$ cat config.mk
export PLATFORM = sky130hd
export DESIGN_NAME = ring_seq_monitor_flat
export DESIGN_NICKNAME = d
export VERILOG_FILES = /design/src/rtl/ring_pkg.sv /design/src/rtl/ring_seq_monitor_if.sv /design/src/rtl/ring_seq_monitor_johnson_phase_dec.sv /design/src/rtl/ring_seq_monitor.sv /design/src/flat_wrapper.sv
export SDC_FILE = /design/constraint.sdc
export NUM_CORES = 1
export LEC_CHECK = 0
export CORE_MARGIN = 8
export CORE_UTILIZATION = 59
export DETAILED_ROUTE_END_ITERATION = 7
export PLACE_DENSITY = 0.95
export REMOVE_ABC_BUFFERS = 1
export SLEW_MARGIN = 15
export SYNTH_ARGS = -nofsm -noshare
export SYNTH_HDL_FRONTEND = slang
export SYNTH_SLANG_ARGS = --single-unit
$ cat constraint.sdc
create_clock -name clk -period 11 [get_ports clk]
set_clock_uncertainty 0.05 [all_clocks]
set_input_delay 1.1 -clock clk [delete_from_list [all_inputs] [get_ports clk]]
set_output_delay 1.1 -clock clk [all_outputs]
set_load 0.02 [all_outputs]
$ cat src/rtl/ring_pkg.sv
// Shared types and helpers for the ring/johnson sequence monitor.
// Holds the FSM state encoding and the successor function for both counter flavours.
package ring_pkg;

    typedef enum logic [1:0] {
        IDLE = 2'd0,
        ACQ  = 2'd1,
        LOCK = 2'd2
    } state_e;

    localparam int   RING_W    = 8;
    localparam logic DIR_LEFT  = 1'b1;
    localparam logic DIR_RIGHT = 1'b0;

    // Johnson variants invert the bit that wraps around; ring variants rotate it unchanged.
    function automatic logic [RING_W-1:0] next_expected(input logic [RING_W-1:0] p,
                                                        input logic              ring,
                                                        input logic              mode);
        logic [RING_W-1:0] n;
        if (ring) begin
            if (mode == DIR_LEFT) n = {p[RING_W-2:0], p[RING_W-1]};
            else                  n = {p[0], p[RING_W-1:1]};
        end else begin
            if (mode == DIR_LEFT) n = {p[RING_W-2:0], ~p[RING_W-1]};
            else                  n = {~p[0], p[RING_W-1:1]};
        end
        return n;
    endfunction

endpackage

$ cat src/rtl/ring_seq_monitor_if.sv
// Signal bundle between the observed counter and the sequence monitor.
// No handshake: count_in/ring/mode are sampled on every rising clk edge and all
// status outputs are registered copies describing the sample taken at that edge.
interface ring_seq_monitor_if #(
    parameter int ERR_W = 8
) ();
    import ring_pkg::*;

    logic [RING_W-1:0] count_in;
    logic              ring;
    logic              mode;
    logic [3:0]        phase;
    logic              phase_vld;
    logic              locked;
    logic              err;
    logic              illegal;
    logic [ERR_W-1:0]  err_cnt;
    state_e            state_dbg;

    modport master (
        output count_in, ring, mode,
        input  phase, phase_vld, locked, err, illegal, err_cnt, state_dbg
    );

    modport slave (
        input  count_in, ring, mode,
        output phase, phase_vld, locked, err, illegal, err_cnt, state_dbg
    );

endinterface

$ cat src/rtl/ring_seq_monitor_johnson_phase_dec.sv
// Combinational johnson code decoder: phase index 0..15 plus a legality flag.
// Phase follows the left-shift johnson order starting at 0x00.
module johnson_phase_dec
    import ring_pkg::*;
(
    input  logic [RING_W-1:0] code_i,
    output logic [3:0]        phase_o,
    output logic              legal_o
);

    logic [3:0]        pop;
    logic [RING_W-1:0] inv;

    always_comb begin
        pop = '0;
        for (int i = 0; i < RING_W; i++) begin
            pop = pop + {3'd0, code_i[i]};
        end
        inv = ~code_i;
        // A run touching bit 0 is 0..01..1; a run touching bit 7 is the complement of one.
        legal_o = ((code_i & (code_i + 8'd1)) == '0) || ((inv & (inv + 8'd1)) == '0);
        if (code_i == '0)   phase_o = 4'd0;
        else if (code_i[0]) phase_o = pop;
        else                phase_o = 4'(5'd16 - {1'b0, pop});
    end

endmodule

$ cat src/rtl/ring_seq_monitor.sv
// Checks that a ring/johnson counter steps through legal successors, acquires lock
// after LOCK_CNT clean steps, reports the counter phase and counts sequence errors.
module ring_seq_monitor
    import ring_pkg::*;
#(
    parameter int LOCK_CNT = 4,
    parameter int ERR_W    = 8
) (
    input logic               clk,
    input logic               rst,
    ring_seq_monitor_if.slave bus
);

    state_e            state_q, state_d;
    logic [RING_W-1:0] prev_q;
    logic              ring_q, mode_q;
    logic [3:0]        streak_q, streak_d;
    logic [2:0]        rph_q, rph_d, rph_step;
    logic [3:0]        phase_q, phase_d;
    logic              phase_vld_q, phase_vld_d;
    logic              locked_q, locked_d;
    logic              err_q, err_d;
    logic              illegal_q, illegal_d;
    logic [ERR_W-1:0]  err_cnt_q, err_cnt_d;

    logic [3:0] j_phase;
    logic       j_legal;
    logic       cfg_chg, bad_code, good_step;

    johnson_phase_dec u_dec (
        .code_i  (bus.count_in),
        .phase_o (j_phase),
        .legal_o (j_legal)
    );

    always_comb begin
        cfg_chg   = (bus.ring != ring_q) || (bus.mode != mode_q);
        bad_code  = !bus.ring && !j_legal;
        good_step = (bus.count_in == next_expected(prev_q, bus.ring, bus.mode)) && !bad_code;
        rph_step  = (bus.mode == DIR_LEFT) ? rph_q + 3'd1 : rph_q - 3'd1;

        state_d     = state_q;
        streak_d    = streak_q;
        rph_d       = rph_q;
        phase_d     = '0;
        phase_vld_d = 1'b0;
        locked_d    = 1'b0;
        err_d       = 1'b0;
        illegal_d   = bad_code;
        err_cnt_d   = err_cnt_q;

        case (state_q)
            IDLE: begin
                state_d  = ACQ;
                streak_d = '0;
            end
            ACQ: begin
                if (cfg_chg || !good_step) begin
                    streak_d = '0;
                end else if (streak_q == 4'(LOCK_CNT - 1)) begin
                    state_d     = LOCK;
                    streak_d    = '0;
                    rph_d       = '0;
                    locked_d    = 1'b1;
                    phase_vld_d = 1'b1;
                    phase_d     = bus.ring ? 4'd0 : j_phase;
                end else begin
                    streak_d = streak_q + 4'd1;
                end
            end
            LOCK: begin
                // A config change is a reconfiguration, not a fault, so it never raises err.
                if (cfg_chg) begin
                    state_d  = ACQ;
                    streak_d = '0;
                end else if (!good_step) begin
                    state_d  = ACQ;
                    streak_d = '0;
                    err_d    = 1'b1;
                    if (err_cnt_q != {ERR_W{1'b1}}) err_cnt_d = err_cnt_q + ERR_W'(1);
                end else begin
                    rph_d       = rph_step;
                    locked_d    = 1'b1;
                    phase_vld_d = 1'b1;
                    phase_d     = bus.ring ? {1'b0, rph_step} : j_phase;
                end
            end
            default: begin
                state_d  = IDLE;
                streak_d = '0;
            end
        endcase
    end

    always_ff @(posedge clk) begin
        if (!rst) begin
            state_q     <= IDLE;
            prev_q      <= '0;
            ring_q      <= 1'b0;
            mode_q      <= 1'b0;
            streak_q    <= '0;
            rph_q       <= '0;
            phase_q     <= '0;
            phase_vld_q <= 1'b0;
            locked_q    <= 1'b0;
            err_q       <= 1'b0;
            illegal_q   <= 1'b0;
            err_cnt_q   <= '0;
        end else begin
            state_q     <= state_d;
            prev_q      <= bus.count_in;
            ring_q      <= bus.ring;
            mode_q      <= bus.mode;
            streak_q    <= streak_d;
            rph_q       <= rph_d;
            phase_q     <= phase_d;
            phase_vld_q <= phase_vld_d;
            locked_q    <= locked_d;
            err_q       <= err_d;
            illegal_q   <= illegal_d;
            err_cnt_q   <= err_cnt_d;
        end
    end

    assign bus.phase     = phase_q;
    assign bus.phase_vld = phase_vld_q;
    assign bus.locked    = locked_q;
    assign bus.err       = err_q;
    assign bus.illegal   = illegal_q;
    assign bus.err_cnt   = err_cnt_q;
    assign bus.state_dbg = state_q;

endmodule

$ cat src/flat_wrapper.sv
// flat-port wrapper written by rule: the top's interface ports become plain ports
module ring_seq_monitor_flat import ring_pkg::*;
#(
    parameter int LOCK_CNT = 4,
    parameter int ERR_W    = 8
)
  (clk, rst, bus_count_in, bus_ring, bus_mode, bus_phase, bus_phase_vld, bus_locked, bus_err, bus_illegal, bus_err_cnt, bus_state_dbg);
  ring_seq_monitor_if #(.ERR_W(ERR_W)) bus_i ();
  input logic clk;
  input logic rst;
  input wire logic [$bits(bus_i.count_in)-1:0] bus_count_in;
  input wire logic [$bits(bus_i.ring)-1:0] bus_ring;
  input wire logic [$bits(bus_i.mode)-1:0] bus_mode;
  output wire logic [$bits(bus_i.phase)-1:0] bus_phase;
  output wire logic [$bits(bus_i.phase_vld)-1:0] bus_phase_vld;
  output wire logic [$bits(bus_i.locked)-1:0] bus_locked;
  output wire logic [$bits(bus_i.err)-1:0] bus_err;
  output wire logic [$bits(bus_i.illegal)-1:0] bus_illegal;
  output wire logic [$bits(bus_i.err_cnt)-1:0] bus_err_cnt;
  output wire logic [$bits(bus_i.state_dbg)-1:0] bus_state_dbg;
  assign bus_i.count_in = bus_count_in;
  assign bus_i.ring = bus_ring;
  assign bus_i.mode = bus_mode;
  assign bus_phase = bus_i.phase;
  assign bus_phase_vld = bus_i.phase_vld;
  assign bus_locked = bus_i.locked;
  assign bus_err = bus_i.err;
  assign bus_illegal = bus_i.illegal;
  assign bus_err_cnt = bus_i.err_cnt;
  assign bus_state_dbg = bus_i.state_dbg;
  ring_seq_monitor #(.LOCK_CNT(LOCK_CNT), .ERR_W(ERR_W)) u_core (.clk(clk), .rst(rst), .bus(bus_i));
endmodule
==> results of run 1 <==
## worst min-delay path, delay by kind of cell (launching register included)
| family | cells | cell delay, ns |
|---|---|---|
| mux | 1 | 0.06 |
| simple gates | 1 | 0.06 |
| flops | 1 | 0.33 |
## synth_stat cells, drive strengths merged (3+ instances only)
master,n
and2,4
a31oi,3
xnor2,10
nor3b,3
a211oi,5
dfxtp,34
nand2,14
o21ai,6
and3,4
fa,5
ha,14
nor4,3
buf,7
nand4,3
nand3,5
nor3,13
mux2i,7
nor2,30
inv,27
xor2,6
a21oi,13
## flip-flops by register name, indices dropped and copies added, names as in the netlist
register,flops
u_core.bus.err_cnt,8
u_core.bus.illegal,1
u_core.bus.phase_vld,1
u_core.streak_q,4
u_core.bus.phase,4
u_core.bus.err,1
u_core.ring_q,1
u_core.rph_q,3
u_core.prev_q,8
u_core.bus.state_dbg,2
u_core.mode_q,1
## cells by family (layout without fill, tap and decap cells)
group / Yosys count / after routing / synth area share [%]
compound gates: 48 / 48 / 17.86
xor+xnor: 17 / 17 / 7.254
fa+ha+maj: 19 / 19 / 12.28
buf+inv: 36 / 64 / 7.310
flops: 34 / 34 / 30.36
mux: 8 / 8 / 4.130
simple gates: 89 / 89 / 20.82
## report_power, final
part,internal (mW),switching (mW),leakage (nW)
logic,0.0370,0.0516,0.710
registers,0.126,0.00291,0.277
clock network,0.0505,0.0469,0.0482
## final cells by class
cell class | count | area, sq um
multi-input cells | 181 | 1398
fillers | 265 | 1040
flip-flops and latches | 34 | 680.7
repair buffers | 29 | 290.3
inverters | 27 | 101.3
clock buffers | 7 | 86.33
well taps | 48 | 60.06
clock inverters | 1 | 5.005
## per-stage QoR
| step | hold WS (ns) | instances | worst slack (ns) | area, sq um | power [mW] |
|---|---|---|---|---|---|
| floorplan | 0.4087 | 242 | 6.744 | 2180 | 0.1911 |
| global placement | 0.4195 | 319 | 5.719 | 2530 | 0.2098 |
| detailed placement | 0.4349 | 319 | 5.535 | 2530 | 0.2184 |
| CTS | 0.4524 | 327 | 5.841 | 2621 | 0.3145 |
| global route | 0.4819 | 327 | 5.561 | 2621 | 0.3310 |
| finish | 0.4489 | 327 | 5.831 | 2621 | 0.3151 |
## how the worst max path moves through the flow
| stage | end | slack, ns | start | depth (start not counted) |
|---|---|---|---|---|
| floorplan | u_core.bus.phase[3] | 6.74 | bus_count_in[0] | 12 |
| global placement | u_core.bus.phase[3] | 5.72 | bus_count_in[0] | 14 |
| global route | u_core.bus.phase[3] | 5.56 | bus_count_in[0] | 14 |
| finish | u_core.bus.phase[3] | 5.83 | bus_count_in[0] | 14 |
| detailed placement | u_core.bus.phase[3] | 5.54 | bus_count_in[0] | 14 |
| CTS | u_core.bus.phase[3] | 5.84 | bus_count_in[0] | 14 |
## per-layer routing
layer	vias up	wire, um
met2	77	2756
met4	0	125
met3	15	317
met1	919	2109
met5	-	0
li1	924	-
==> summary.md, run 1 <==
| Metric | Value |
|---|---|
| Reg-to-Reg End | u_core.rph_q[2] |
| Die X | 77.65 um |
| Largest net degree at the start of global routing | 21 |
| Max-Cap Viols | 0 |
| Area contributors post-synth | dfxtp_1 (30%), ha_1 (7.8%), nor2_1 (5.0%) |
| H-tree levels | 2 |
| Vias in the first global route | 1995 |
| Syn-to-layout area delta | 16.91% |
| Post-synth top area share | 30.36% |
| F_max | 193.4 MHz |
| LEAKAGE | 1.036 nW |
| Diodes inserted | 0 |
| RSZ-0062 raised after global routing | false |
| Yosys Warn Count | 0 |
| Initial drt markers | 196 |
| Final hold viol count | 0 |
| Synth Cell Area | 0.002242 sq mm |
| CTS tree | done |
| Post-synthesis sequential area ratio | 30.36% |
| Hold buffers post-CTS | 0 |
| Cells after Synth | 251 |
| DIE AREA | 0.006029 sq mm |
| Aggregate global routing overflow | 0 |
| Rows | 22 |
| Slew headroom | 56.57% |
| CP cell instances | clkdlybuf4s50_1 > inv_1 > fa_1 > fa_1 > fa_1 > inv_1 > ha_1 > fa_1 > inv_1 > and3_1 > nor3_1 > a21oi_1 > a21oi_1 > a2111oi_4 |
| Setup TNS | 0 ns |
| Post-CTS sizing | 0 |
| Vias | 1935 |
| Worst Setup Path Type | in2reg |
| Worst Hold Launch | u_core.bus.err_cnt[5] |
| CTS Buf Count | 5 |
| WP data required | 11.15 ns |
| Routed len/inst | 16.24 um |
| Final setup vio count | 0 |
| GRT busiest layer | met2 |
| Share of cells above drive strength 1 | 7.527% |
| Commonest non-fill, non-tap cell in the layout | dfxtp_1 |
| GRT Overall Usage | 18.05% |
| Top cell type by total area after synthesis | dfxtp_1 |
| Post-DP HPWL | 3918 um |
| Setup slack, reg-to-reg | 8.60 ns |
| Sink Count | 34 |
| Hold Path Class | reg2reg |
| Least-Margin Pin Slew | 0.6508 ns |
| Final net count | 309 |
| ANT nets after route | 0 |
| Clk root buf | clkbuf_8 |
| DRT Wirelength | 5309 um |
| CP max FO | 12 |
| Worst path max stage delay | 0.82 ns |
| Startpoint Class | input port |
| Die Y | 77.65 um |
| Synth Flop Type | dfxtp_1 |
| Met3 usage | 4.839% |
| Worst-path clk slew | 0.08 ns |
| Peak VDD IR | 0.09554 mV |
| Core area | 0.003661 sq mm |
| Worst reg2reg startpoint | u_core.prev_q[1] |
| IO Port Bufs | 29 |
| Global-route met1 utilization | 19.36% |
| Detailed-route vias per instance | 5.917 |
| Initial antenna violation count | 0 |
| Arr. time, crit path | 5.32 ns |
| CP Capture Type | flip-flop |
| WHS Path Cells | 2 |
| Commonest cells after routing, fill and taps aside | dfxtp_1 (34), nor2_1 (30), clkdlybuf4s50_1 (29), inv_1 (27), ha_1 (14) |
| Status | finished, final reports clean |
| Final period utilization | 47.00% |
| Most frequent CP cell | fa_1 |
| Async S/R FF share, synth | 0% |
| Clk buf depth | 2 |
| Pwr dens | 120.2 mW/mm^2 |
| Met2 Resource Use GR | 32.41% |
| Avg Inst Size Synth | 8.933 sq um |
| First-pass GRT wire length | 9052 um |
| Buf/Inv on CP | 4 |
| R2R depth | 7 |
| Highest-delay cell along the critical path | clkdlybuf4s50_1 |
| Number of library cell types mapped by synthesis | 55 |
| Final RePlAce weighted congestion | 0.8666 |
| Final min period | 5.169 ns |
| Setup repair bufs after CTS | 0 |
| Post-route DRC | 0 |
| I/O pin cnt | 30 |
| Initial Util | 61.24% |
| Post-synth EDFFs | 0 |
| Fin. max-slew vios | 0 |
| First-pass detailed-route iteration total | 4 |
| Hold path endpoint | u_core.bus.err_cnt[5] |
| Final Util | 71.60% |
| Clk Latency, worst-skew pair | 0.29 ns |
| CP delay by family, top | adder cells |
| Synthesized flop and latch total | 34 |
No activity file was read; power rests on OpenSTA's default activity.
==> run 2, diff against run 1 <==
Settings changed: CORE_UTILIZATION 59 to 50, PLACE_DENSITY 0.95 to 0.87.
Clock period 11 ns to 4.15 ns, I/O delays scaled along.
==> run 2 against run 1 <==
  * Sequential share of layout area is 0.55 points lower
  * Core utilization is 9.7 points lower
  * Hold slack worse by 0.0066 ns
  * Count of clock-buffer cells in the layout is 1 lower
  * Total power grew to 2.6 times the previous value
  * Critical endpoint unchanged
==> summary.md, run 2 (same netlist as run 1, synthesis figures left out) <==
| Metric | Value |
|---|---|
| Final min period | 3.892 ns |
| Final hold viol count | 0 |
| Post-DP HPWL | 3691 um |
| Vias in the first global route | 1822 |
| Post-route DRC | 0 |
| First-pass GRT wire length | 8342 um |
| CP Capture Type | flip-flop |
| Pwr dens | 304.5 mW/mm^2 |
| Initial antenna violation count | 0 |
| CP max FO | 2 |
| Highest-delay cell along the critical path | fa_1 |
| Setup repair bufs after CTS | 0 |
| DRT Wirelength | 4877 um |
| DIE AREA | 0.006883 sq mm |
| ANT nets after route | 0 |
| LEAKAGE | 1.069 nW |
| CP cell instances | clkdlybuf4s50_1 > inv_1 > fa_1 > fa_1 > fa_1 > inv_1 > ha_1 > fa_1 > inv_1 > and3_1 > nor3_1 > a21oi_1 > a21oi_1 > a2111oi_4 |
| CTS Buf Count | 5 |
| Hold Slack | 0.4423 ns |
| Routed len/inst | 14.47 um |
| I/O pin cnt | 30 |
| CTS tree | done |
| Aggregate global routing overflow | 0 |
| Most frequent CP cell | fa_1 |
| Final RePlAce weighted congestion | 0.8975 |
| F_max | 257.0 MHz |
| Syn-to-layout area delta | 19.42% |
| Vias | 1891 |
| First-pass detailed-route iteration total | 4 |
| H-tree levels | 2 |
| Diodes inserted | 0 |
| Worst Setup Path Type | in2reg |
| Final setup vio count | 0 |
| Setup TNS | 0 ns |
| Least-Margin Pin Slew | 0.6449 ns |
| Sink Count | 34 |
| Initial Util | 51.85% |
| Post-layout power | 815.4 uW |
| Arr. time, crit path | 4.03 ns |
| Final period utilization | 93.77% |
| Commonest non-fill, non-tap cell in the layout | dfxtp_1 |
| Final Util | 61.92% |
| Status | finished, final reports clean |
| GRT Overall Usage | 14.12% |
| Fin. max-slew vios | 0 |
| Layout fillers | 383 |
| Max-Cap Viols | 0 |
| Buf/Inv on CP | 4 |
| Rows | 24 |
| Die X | 82.97 um |
| IO Port Bufs | 29 |
| Detailed-route vias per instance | 5.611 |
| Post-CTS sizing | 0 |
| Commonest cells after routing, fill and taps aside | dfxtp_1 (34), nor2_1 (30), clkdlybuf4s50_1 (29), inv_1 (27), ha_1 (14) |
| Worst-path clk slew | 0.06 ns |
| Hold buffers post-CTS | 0 |
| Final net count | 317 |
| Core area | 0.004324 sq mm |
| Worst path max stage delay | 0.55 ns |
| CP delay by family, top | adder cells |
| RSZ-0062 raised after global routing | false |
| Share of cells above drive strength 1 | 9.825% |
| Startpoint Class | input port |
| Clk buf depth | 2 |
| Initial drt markers | 97 |
| Clk root buf | clkbuf_8 |
| Hold Path Class | reg2reg |
| Clk Latency, worst-skew pair | 0.28 ns |
| WP data required | 4.28 ns |
| Peak VDD IR | 0.2370 mV |
| Slew headroom | 56.61% |
| Largest net degree at the start of global routing | 21 |
| Die Y | 82.97 um |
## run 2: changes by cell type in the layout (fill, tap and decap cells not counted), sizes merged
cell / delta
buf: +8
clkinv: -1
clkbuf: -1
## run 2: routing by layer
metal | global-route usage (%) | routed length [um] | part of all wire (%) | vias to the layer above
met2 | 23.13 | 2277 | 47 | 49
met1 | 17.30 | 2275 | 47 | 895
met5 | 0 | 0 | 0 | -
met4 | 4.792 | 61 | 1.3 | 0
met3 | 3.809 | 262 | 5.4 | 7
li1 | - | - | - | 940
## run 2: report_power, final
part	internal [mW]	switching [mW]
Sequential	0.335	0.00696
Clock	0.128	0.108
Combinational	0.106	0.131
Total	0.569	0.247
## run 2: layout make-up
class | instances | area (sq um) | share of cell area, %
Tap cell | 52 | 65.06 | 2.430
Timing Repair Buffer | 37 | 350.3 | 13.08
Inverter | 27 | 101.3 | 3.785
Clock buffer | 6 | 82.58 | 3.084
Sequential cell | 34 | 680.7 | 25.42
Multi-Input combinational cell | 181 | 1398 | 52.20
## run 2: stage by stage
stage | instance area [sq um] | worst slack (ns) | std cells
floorplan | 2180 | 0.5788 | 242
global placement | 2595 | 0.04926 | 331
detailed placement | 2595 | -0.04047 | 331
CTS | 2678 | 0.2433 | 337
global route | 2678 | 0.1015 | 337
finish | 2678 | 0.2584 | 337
## run 2: path summary, 6_finish.rpt
check | cells past startpoint | endpoint | startpoint | slack (ns)
max reg2reg | 7 | u_core.bus.err_cnt[2] | u_core.prev_q[0] | 1.83
max | 14 | u_core.bus.phase[3] | bus_count_in[0] | 0.26
min | 2 | u_core.rph_q[2] | u_core.rph_q[2] | 0.44
min reg2reg | 2 | u_core.rph_q[2] | u_core.rph_q[2] | 0.44
## run 2: worst min-delay path, cell delays in order (launching register included)
cell and delay, ns:
dfxtp_1 0.33, nand2_1 0.06, o21ai_0 0.06
